### src/rtl/clint_unit.sv
// Core-local interruptor: 64-bit mtime/mtimecmp timer, msip software interrupt,
// and optional external interrupt presenter enabled by RSD_CLINT_EXT_IRQ_EN.
module clint_unit #(
  parameter int unsigned TICK_DIVISOR = 1,
  parameter int unsigned EXT_IRQ_NUM  = 4
) (
  input  logic                   clk,
  input  logic                   rst,
  input  logic                   wrEn,
  input  logic                   rdEn,
  input  logic [2:0]             addr,
  input  logic [31:0]            wrData,
  output logic [31:0]            rdData,
  output logic                   rdValid,
  input  logic [EXT_IRQ_NUM-1:0] extIrq,
  input  logic                   extIrqAck,
  output logic                   reqTimerInterrupt,
  output logic                   reqSoftwareInterrupt,
  output logic                   reqExternalInterrupt,
  output logic [4:0]             externalInterruptCode
);

  localparam int unsigned PRESC_W = 16;
  localparam int unsigned CODE_W  = 5;

  logic [63:0]        mtime;
  logic [63:0]        mtimecmp;
  logic [PRESC_W-1:0] presc;
  logic               msip;
  logic [31:0]        rd_mux;
  logic               tick;
  logic               wr_msip, wr_cmp_lo, wr_cmp_hi, wr_time_lo, wr_time_hi;

  assign wr_msip    = wrEn && (addr == 3'd0);
  assign wr_cmp_lo  = wrEn && (addr == 3'd1);
  assign wr_cmp_hi  = wrEn && (addr == 3'd2);
  assign wr_time_lo = wrEn && (addr == 3'd3);
  assign wr_time_hi = wrEn && (addr == 3'd4);
  assign tick       = (presc == PRESC_W'(TICK_DIVISOR - 1));

  // A software write to either mtime half wins over the tick and restarts the prescaler.
  always_ff @(posedge clk) begin
    if (rst) begin
      mtime <= '0;
      presc <= '0;
    end else if (wr_time_lo || wr_time_hi) begin
      if (wr_time_lo) mtime[31:0]  <= wrData;
      if (wr_time_hi) mtime[63:32] <= wrData;
      presc <= '0;
    end else if (tick) begin
      mtime <= mtime + 64'd1;
      presc <= '0;
    end else begin
      presc <= presc + PRESC_W'(1);
    end
  end

  always_ff @(posedge clk) begin
    if (rst) begin
      mtimecmp <= '1;
      msip     <= 1'b0;
    end else begin
      if (wr_msip)   msip            <= wrData[0];
      if (wr_cmp_lo) mtimecmp[31:0]  <= wrData;
      if (wr_cmp_hi) mtimecmp[63:32] <= wrData;
    end
  end

  always_comb begin
    rd_mux = '0;
    case (addr)
      3'd0:    rd_mux = {31'b0, msip};
      3'd1:    rd_mux = mtimecmp[31:0];
      3'd2:    rd_mux = mtimecmp[63:32];
      3'd3:    rd_mux = mtime[31:0];
      3'd4:    rd_mux = mtime[63:32];
      default: rd_mux = '0;
    endcase
  end

  // Read mux samples pre-write register values, so a same-cycle write is not visible.
  always_ff @(posedge clk) begin
    if (rst) begin
      rdData            <= '0;
      rdValid           <= 1'b0;
      reqTimerInterrupt <= 1'b0;
    end else begin
      rdData            <= rdEn ? rd_mux : '0;
      rdValid           <= rdEn;
      reqTimerInterrupt <= (mtime >= mtimecmp);
    end
  end

  assign reqSoftwareInterrupt = msip;

`ifdef RSD_CLINT_EXT_IRQ_EN
  typedef enum logic {EXT_IDLE, EXT_PRESENT} ext_state_t;

  ext_state_t             state, state_next;
  logic [EXT_IRQ_NUM-1:0] pending, pending_next, prev_irq, rise, ack_clr;
  logic [CODE_W-1:0]      code, code_next, lowest;

  assign rise = extIrq & ~prev_irq;

  always_ff @(posedge clk) begin
    if (rst) begin
      state    <= EXT_IDLE;
      pending  <= '0;
      prev_irq <= '0;
      code     <= '0;
    end else begin
      state    <= state_next;
      pending  <= pending_next;
      prev_irq <= extIrq;
      code     <= code_next;
    end
  end

  // New edges are merged after the ack clear so a coincident edge keeps the line pending.
  always_comb begin
    state_next   = state;
    pending_next = pending;
    code_next    = code;
    lowest       = '0;
    ack_clr      = '0;
    for (int i = int'(EXT_IRQ_NUM) - 1; i >= 0; i--) begin
      if (pending[i]) lowest = CODE_W'(i);
    end
    for (int i = 0; i < int'(EXT_IRQ_NUM); i++) begin
      if (CODE_W'(i) == code) ack_clr[i] = 1'b1;
    end
    case (state)
      EXT_IDLE: begin
        if (|pending) begin
          code_next  = lowest;
          state_next = EXT_PRESENT;
        end
      end
      EXT_PRESENT: begin
        if (extIrqAck) begin
          pending_next = pending & ~ack_clr;
          state_next   = EXT_IDLE;
        end
      end
      default: state_next = EXT_IDLE;
    endcase
    pending_next = pending_next | rise;
  end

  assign reqExternalInterrupt  = (state == EXT_PRESENT);
  assign externalInterruptCode = code;
`else
  logic unused_ext;
  assign unused_ext            = ^{extIrq, extIrqAck};
  assign reqExternalInterrupt  = 1'b0;
  assign externalInterruptCode = '0;
`endif

endmodule

### config.mk
export PLATFORM = sky130hd
export DESIGN_NAME = clint_unit
export DESIGN_NICKNAME = d
export VERILOG_FILES = /design/src/rtl/clint_unit.sv
export SDC_FILE = /design/constraint.sdc
export NUM_CORES = 1
export LEC_CHECK = 0
export CORE_ASPECT_RATIO = 0.5
export CORE_MARGIN = 2
export CORE_UTILIZATION = 40
export CTS_CLUSTER_DIAMETER = 40
export CTS_CLUSTER_SIZE = 25
export DETAILED_ROUTE_END_ITERATION = 10
export PLACE_DENSITY = 0.6
export SLEW_MARGIN = 20
export SYNTH_ARGS = -nofsm -noshare
export SYNTH_HDL_FRONTEND = slang
export SYNTH_SLANG_ARGS = --single-unit
### constraint.sdc
create_clock -name clk -period 2.4 [get_ports clk]
set_input_delay 0.24 -clock clk [delete_from_list [all_inputs] [get_ports clk]]
set_output_delay 0.24 -clock clk [all_outputs]
set_load 0.05 [all_outputs]
==> impl_metrics.yaml <==
setup_path:
  cpMostUsedCell: "or4_4"
  crit_required_ps: 2750
  crit_chain: "ha_4 -> nand3_4 -> or4_4 -> or4_4 -> nor3_4 -> a21oi_2 -> a311o_1"
  max_stage_delay_ps: 570
  crit_type: "reg -> reg"
  crit_family: "simple AND/OR/NAND/NOR gates"
  cp-start-kind: "flip-flop"
  cp_data_arrival_time_ps: 2770
  critical_path.max_fanout: 7
  cp-end-kind: "flip-flop"
  worst-path-buf-inv: 0
  crit_slowest_cell: "or4_4"
pwr:
  p_switching_w: 0.00188
  peakVddDrop_v: 0.000458
  power_density_nw_per_um2: 529
  combPwrFrac_pct: 13.6
  p_seq_share_pct: 46.0
  intPower_w: 0.00493
  total_leakage_power_nw: 5.46
  p_clk_share_pct: 40.3
  sw_frac_of_total_pct: 27.6
detailed_routing:
  wl_per_cell_um: 19.0
  drc: 0
  vias: 10500
  wl_um: 34000
  drt_iter0_markers: 980
  viasPerCell: 5.84
  ant_nets: 0
  dr.pass1.iters: 5
yosys:
  yosysWarnings: 0
  synthArstFlopShare_pct: 0
  synth_area_leader_cell: "dfxtp_1"
  synth_edf_count: 0
  yosys.area.top_type_share_pct: 35.2
  synth_cells: 1292
  synthTopCellsByArea: "dfxtp_1 35%, ha_1 8.2%, nor2_1 5.9%"
  ys_seq_area_share_pct: 35.2
  synth_ff_type: "dfxtp_1"
  syn_area_um2: 10200
  synth_seq_cells: 179
  postSynthAreaPerCell_um2: 7.88
  ys_types: 64
timing:
  rsz0062_at_grt: "yes"
  period_needed_ps: 2420
  hold_ws_ps: 267
  fmax_ghz: 0.413
  setup_slack_ps: -20.1
  setup_viol: 4
  finalHoldViolCount: 0
  finalMaxSlewViolations: 0
  slew_headroom_pct: 59.1
  post-route-period-util_pct: 101
  worst_slew_pin_slew_ps: 613
  clock_skew_ps: 9.60
cts:
  h-tree-depth: 4
  clk_latency_ps: 460
  cts.sinks: 179
  clk_path_buf_depth: 2
  postCtsHoldBufs: 0
  cts-buffers-inserted: 17
  cts-root-buf: "clkbuf_16"
  cts_tree: "yes"
  clkSlewWorstSetupHoldPaths_ps: 70
cells_and_area:
  nNetsFinal: 1545
  final_common_cell: "dfxtp_1"
  fin_area_um2: 12900
  antenna_cells: 0
  n_fill_cell: 2374
  mostFrequentLayoutCells: "173 x dfxtp_1, 158 x nor2_1, 129 x buf_4"
  area.growth.synth_to_final_pct: 26.5
  multi_input_area_um2: 6140
  finish.utilization_pct: 51.3
  seqCellArea_um2: 3600
  drive_gt1_share_pct: 14.9
floorplan:
  ios: 85
  rows: 41
  core_area_um2: 25100
  initial_core_util_pct: 40.6
  die_h_um: 117
  die_area_um2: 26800
  die_w_um: 230
global_route:
  grt_pass1_wl_um: 53300
  grt_max_degree: 70
  overflow: 0
  grt_pass1_vias: 9744
  antenna_found_initial: 0
  grt_usage_pct: 25.5
placed_design:
  portBuffers: 73
  dpl_cell_area_um2: 12100
  hpwlAfterDp_um: 24400
  gp_congestion: 0.900
  post-place-ws_ps: -86.6
min_path:
  hold_path_class: "in -> reg"
job:
  drv_cap: 0
run_status:
  violations: "negative setup slack"
  status: "finished with violations"
## final timing paths
| check | from | to | slack (ps) | depth (start not counted) |
|---|---|---|---|---|
| max | mtime[0]$_SDFFE_PP0P_ | mtime[60]$_SDFFE_PP0P_ | -20 | 7 |
| min | rst | mtime[27]$_SDFFE_PP0P_ | 270 | 2 |
| max reg2reg | mtime[0]$_SDFFE_PP0P_ | mtime[60]$_SDFFE_PP0P_ | -20 | 7 |
| min reg2reg | mtimecmp[0]$_SDFFE_PP1P_ | mtimecmp[0]$_SDFFE_PP1P_ | 520 | 2 |
## worst register-to-register path: stages, from the launching register on
cell     delay, ps
dfxtp_4        360
ha_4           150
nand3_4         70
or4_4          510
or4_4          570
nor3_4         240
a21oi_2        100
a311o_1        310
## synthesized netlist by cell type, drive strengths merged, types with 6 or more instances
master	n
and3	24
a31oi	18
inv	69
xnor2	6
and2	8
a211o	64
nor2b	6
and4	7
dfxtp	179
o21ai	55
nand2	96
or4	8
clkbuf	70
nand3	49
a22oi	78
ha	67
buf	24
a21o	15
nand2b	6
nor3	24
nor4	15
a21oi	113
nand4	35
xor2	9
nor2	161
a211oi	7
o31ai	13
## stage by stage
step                      std cells  TNS, ps  total power, W
after floorplan                1297        0         0.00372
after global placement         1750     -206         0.00408
after detailed placement       1750     -284         0.00411
after CTS                      1782    -42.5         0.00685
after global routing           1791    -1280         0.00708
final                          1791    -46.4         0.00681
## power groups by stage
stage / combinational, W / clock [W] / sequential [W]
final: 0.000929 / 0.00275 / 0.00313
after global routing: 0.00101 / 0.00293 / 0.00314
after CTS: 0.000913 / 0.00281 / 0.00313
after detailed placement: 0.000910 / 0 / 0.00320
after global placement: 0.000886 / 0 / 0.00320
after floorplan: 0.000459 / 0 / 0.00326
## kinds of logic after synthesis
| group | Yosys count | synth area share (%) |
|---|---|---|
| and+or+nand+nor | 462 | 22.2 |
| AOI/OAI and AO/OA | 400 | 26.2 |
| DFF | 179 | 35.2 |
| buffers and inverters | 163 | 6.38 |
| adders and majority gates | 67 | 8.23 |
| xor gates and xnor gates | 15 | 1.29 |
| muxes | 5 | 0.491 |
| other | 1 | 0.0368 |
## sequential cells by signal (all words and copies together) (netlist names)
signal,cells
mtime,64
mtimecmp,64
presc,16
rdData,32
rdValid,1
reqSoftwareInterrupt,1
reqTimerInterrupt,1
## layout make-up
cell class,instances,share of cell area [%]
clock buffers,22,3.60
clock inverters,10,0.797
inverters,69,2.01
multi-input cells,955,47.6
flip-flops and latches,179,27.9
well taps,344,3.34
repair buffers,212,14.7
## metal layers
metal / GRT usage (%) / wire, µm / vias up
li1: - / - / 5001
met1: 35.2 / 16300 / 5040
met2: 39.7 / 14500 / 378
met3: 6.01 / 2550 / 43
met4: 8.23 / 690 / 0
met5: 0 / 0 / -
## repair_timing
action                     4_1_cts  5_1_grt
setup buffers                    0        9
gates resized for setup          6       17
setup endpoints to repair        7       24
pin swaps                        4       13
Note: power is estimated with default switching activity, not from simulation.
